**src/rtl/cla_pkg.sv**
```systemverilog
// Shared constants for the registered carry-lookahead adder.
package cla_pkg;
    localparam int CLA_GROUP = 4;
    localparam int CLA_WIDTH = 4;
endpackage

```
**src/rtl/cla4_group.sv**
```systemverilog
// One 4-bit lookahead group: parallel carries from g/p and c0, plus group generate/propagate.
module cla4_group
    import cla_pkg::*;
(
    input  logic [CLA_GROUP-1:0] a_i,
    input  logic [CLA_GROUP-1:0] b_i,
    input  logic                 c0_i,
    output logic [CLA_GROUP-1:0] sum_o,
    output logic                 gg_o,
    output logic                 gp_o,
    output logic                 c4_o
);
    logic [3:0] g, p, c;

    assign g = a_i & b_i;
    assign p = a_i ^ b_i;

    // Every carry is a flat sum of products so nothing ripples inside the group.
    assign c[0] = c0_i;
    assign c[1] = g[0] | (p[0] & c0_i);
    assign c[2] = g[1] | (p[1] & g[0]) | (p[1] & p[0] & c0_i);
    assign c[3] = g[2] | (p[2] & g[1]) | (p[2] & p[1] & g[0]) | (p[2] & p[1] & p[0] & c0_i);
    assign c4_o = g[3] | (p[3] & g[2]) | (p[3] & p[2] & g[1]) | (p[3] & p[2] & p[1] & g[0])
                | (p[3] & p[2] & p[1] & p[0] & c0_i);

    assign gg_o  = g[3] | (p[3] & g[2]) | (p[3] & p[2] & g[1]) | (p[3] & p[2] & p[1] & g[0]);
    assign gp_o  = &p;
    assign sum_o = p ^ c;
endmodule

```
**src/rtl/cla_final_circuit.sv**
```systemverilog
// Two-stage pipelined adder: input registers, lookahead groups chained by GG/GP, output registers.
module cla_final_circuit
    import cla_pkg::*;
#(
    parameter int WIDTH = CLA_WIDTH
) (
    input  logic             clk,
    input  logic             rst,
    input  logic [WIDTH-1:0] a,
    input  logic [WIDTH-1:0] b,
    input  logic             cin,
    output logic [WIDTH-1:0] s,
    output logic             cout
);
    localparam int NG = WIDTH / CLA_GROUP;

    if (WIDTH <= 0 || (WIDTH % CLA_GROUP) != 0) begin : g_bad_width
        $error("cla_final_circuit: WIDTH must be a positive multiple of 4");
    end

    logic [WIDTH-1:0] a_q, b_q, s_q, sum_d;
    logic             cin_q, cout_q, cout_d;
    logic [NG:0]      gc;
    logic [NG-1:0]    gg, gp, c4_unused;

    always_ff @(posedge clk) begin
        if (rst) begin
            a_q    <= '0;
            b_q    <= '0;
            cin_q  <= 1'b0;
            s_q    <= '0;
            cout_q <= 1'b0;
        end else begin
            a_q    <= a;
            b_q    <= b;
            cin_q  <= cin;
            s_q    <= sum_d;
            cout_q <= cout_d;
        end
    end

    assign gc[0] = cin_q;

    for (genvar k = 0; k < NG; k++) begin : g_grp
        cla4_group u_grp (
            .a_i   (a_q[CLA_GROUP*k +: CLA_GROUP]),
            .b_i   (b_q[CLA_GROUP*k +: CLA_GROUP]),
            .c0_i  (gc[k]),
            .sum_o (sum_d[CLA_GROUP*k +: CLA_GROUP]),
            .gg_o  (gg[k]),
            .gp_o  (gp[k]),
            .c4_o  (c4_unused[k])
        );
        // Second lookahead level: group carries skip across via GG/GP.
        assign gc[k+1] = gg[k] | (gp[k] & gc[k]);
    end

    assign cout_d = gc[NG];
    assign s      = s_q;
    assign cout   = cout_q;
endmodule

```
**config.mk**
```make
export PLATFORM = sky130hd
export DESIGN_NAME = cla_final_circuit
export DESIGN_NICKNAME = d
export VERILOG_FILES = /design/src/rtl/cla_pkg.sv /design/src/rtl/cla4_group.sv /design/src/rtl/cla_final_circuit.sv
export SDC_FILE = /design/constraint.sdc
export NUM_CORES = 1
export LEC_CHECK = 0
export ABC_AREA = 1
export CORE_AREA = 8 8 45 47
export CTS_CLUSTER_DIAMETER = 30
export DETAILED_ROUTE_END_ITERATION = 7
export DIE_AREA = 0 0 53 55
export PLACE_DENSITY = 0.68
export RECOVER_POWER = 50
export SKIP_CTS_REPAIR_TIMING = 1
export SLEW_MARGIN = 10
export SYNTH_ARGS = -nofsm -noshare
export SYNTH_HDL_FRONTEND = slang
export SYNTH_SLANG_ARGS = --single-unit
```
**constraint.sdc**
```tcl
create_clock -name clk -period 2.7 [get_ports clk]
set_clock_uncertainty 0.15 [all_clocks]
set_input_delay 0.54 -clock clk [delete_from_list [all_inputs] [get_ports clk]]
set_output_delay 0.54 -clock clk [all_outputs]
set_load 0.005 [all_outputs]
```
==> impl_metrics.py <==
metrics = {
    "status": {
        "status": "finished clean",
    },
    "global_route": {
        "grt_usage_pct": 6.87,
        "grt_pass1_vias": 398,
        "grt_max_degree": 13,
        "grt_pass1_wl_um": 1420,
        "antenna_found_initial": 0,
        "grt_overflow_total": 0,
    },
    "setup_path": {
        "worst_setup_path_end_kind": "output port",
        "cp_top_family": "buffers and inverters",
        "slowest_stage": "clkdlybuf4s50_1",
        "worstPathRequired_ns": 2.01,
        "cp-start-kind": "register",
        "path_class": "reg -> out",
        "crit_buf_inv": 1,
        "cp_cell_sequence": "clkdlybuf4s50_1",
        "slowest_delay_ns": 0.49,
        "path_max_fanout": 1,
        "reg2reg_depth": 6,
        "cp_num_cells": 1,
        "crit_arrival_ns": 1.08,
    },
    "sta": {
        "fin_crit_sh_pct": 65.5,
        "finalSetupViolations": 0,
        "slew_headroom_pct": 72.1,
        "slew_viol_final": 0,
        "fin_crit_ns": 1.77,
        "worst_slew_pin_slew_ns": 0.417,
        "tns_ns": 0,
        "rsz0062_at_grt": "false",
        "clock.fmax_ghz": 0.565,
        "hold_violations": 0,
        "holdWs_ns": 0.478,
    },
    "cells_and_area": {
        "syn_to_final_growth_pct": 37.0,
        "nets": 100,
        "post-route-util_pct": 53.9,
        "drive_gt1_share_pct": 4.82,
        "layout.cells.non_filler": 99,
        "antenna_cells": 0,
    },
    "logic_synthesis": {
        "synth-adder-area-share_pct": 12.9,
        "yosysWarnings": 0,
        "syn_inst": 65,
        "synth_area_per_cell_um2": 8.37,
        "synth_area_leaders": "dfxtp_1 (51%), nor2_1 (11%), inv_1 (9.7%)",
        "synth_xor_area_share_pct": 1.61,
        "synth-compound-area-share_pct": 2.76,
        "synth_top_family_by_area": "simple AND/OR/NAND/NOR gates",
        "synth_seq_cells": 14,
        "synthMuxAreaShare_pct": 0,
        "synth_top_area_share_pct": 51.5,
        "yosys.area.top_type": "dfxtp_1",
        "ys_seq_area_share_pct": 51.5,
        "synthDistinctLibCells": 14,
        "synth-simple-area-share_pct": 20.7,
        "synth_nets": 81,
        "syn-cell-area_um2": 544,
    },
    "detailed_routing": {
        "vias": 427,
        "drt-met1-wl_um": 369,
        "drc": 0,
        "finalWirelength_um": 896,
        "drt_iter0_drc": 2,
        "viasPerCell": 4.31,
        "wl_per_cell_um": 9.05,
        "wl_met3_um": 55,
        "drtAntennaViolNets": 0,
        "dr.pass1.iters": 3,
        "route.met2.wl_um": 435,
        "top_layer": "met4",
    },
    "placement": {
        "dp_hpwl_um": 734,
        "post-place-cells": 95,
        "gp_congestion": 0.691,
        "port-buffer-count": 15,
    },
    "floorplanning": {
        "ios": 16,
        "rows": 14,
        "core_um2": 1380,
        "die_area_um2": 2920,
        "initial_core_util_pct": 39.3,
        "die_y_um": 55,
        "dieWidth_um": 53,
    },
    "min_path": {
        "hold_depth": 3,
        "hp-class": "reg -> reg",
    },
    "power": {
        "power_leakage_nw": 0.366,
        "max-vdd-ir-drop_v": 0.000309,
        "clkPwrFrac_pct": 34.3,
        "switching_share_pct": 21.9,
        "p_per_area_nw_per_um2": 580,
        "seqPwrFrac_pct": 51.7,
        "internal_power_mw": 0.338,
        "p_switching_mw": 0.0947,
        "combPwrFrac_pct": 14.0,
    },
    "clocking": {
        "clk_pin_slew_worst_paths_ns": 0.08,
        "clock_latency_ns": 0.28,
        "cts_sinks": 14,
        "htreeDepth": 1,
        "cts_tree": "yes",
        "root_buffer": "clkbuf_4",
        "clockBufferDepth": 2,
        "cts_buffers": 3,
    },
    "flow_run": {
        "maxCapViolations": 0,
    },
}
==> placed cells by master, fill, tap and decap left out <==
master	n
nor2_1	16
inv_1	14
dfxtp_1	14
clkdlybuf4s50_1	14
nand2_1	6
ha_1	4
clkbuf_4	3
nand3_1	2
a21oi_1	2
nand3b_1	1
o21ai_0	1
xor2_1	1
or2_0	1
nand4_1	1
fa_1	1
clkbuf_8	1
dlygate4sd3_1	1
==> logic make-up after synthesis <==
kind of cell    count (synthesis)
fa+ha+maj                       5
simple gates                   27
xor+xnor                        1
compound gates                  3
buf+inv                        15
flops                          14
==> synth_stat cells <==
cell type and n:
nand4_1 1, a21oi_1 2, inv_1 14, buf_2 1, nand3_1 2, nand3b_1 1
ha_1 4, nor2_1 16, dfxtp_1 14, or2_0 1, xor2_1 1, o21ai_0 1
nand2_1 6, fa_1 1
==> worst paths after layout <==
check | endpoint | slack, ns | start
max | cout | 0.93 | cout$_SDFF_PP0_
min | s[0]$_SDFF_PP0_ | 0.48 | b_q[0]$_SDFF_PP0_
max reg2reg | s[3]$_SDFF_PP0_ | 1.34 | a_q[2]$_SDFF_PP0_
min reg2reg | s[0]$_SDFF_PP0_ | 0.48 | b_q[0]$_SDFF_PP0_
==> through the flow <==
stage	setup slack [ns]	instance area [um2]	power [mW]
3_5_place_dp	0.877	709	0.291
5_1_grt	0.886	746	0.454
6_report	0.930	746	0.433
2_1_floorplan	1.41	544	0.258
3_3_place_gp	0.914	709	0.289
4_1_cts	0.920	746	0.436
==> area by class of cell <==
type,count,area [um2]
clock buffer,4,36.3
fill,129,638
inverter,14,52.6
multi-input combinational,36,206
sequential,14,280
tap,16,20.0
timing repair buffer,15,150
==> routing by layer <==
layer  GRT usage, %  up-vias
met3           1.60        5
met5              0        -
met2           11.7       14
li1               -      228
met4           7.76        0
met1           6.34      180
==> power by group through the flow <==
stage	Clock [mW]	Combinational (mW)	Sequential [mW]
final	0.148	0.0605	0.224
after global routing	0.159	0.0692	0.225
after CTS	0.150	0.0620	0.224
after detailed placement	0	0.0618	0.229
after global placement	0	0.0605	0.229
after floorplan	0	0.0290	0.229
==> registers in the layout, summed over array words and instances, names as in the netlist <==
signal and flops:
cout 1, b_q 4, s 4, cin_q 1, a_q 4
(Power assumes the default switching activity.)
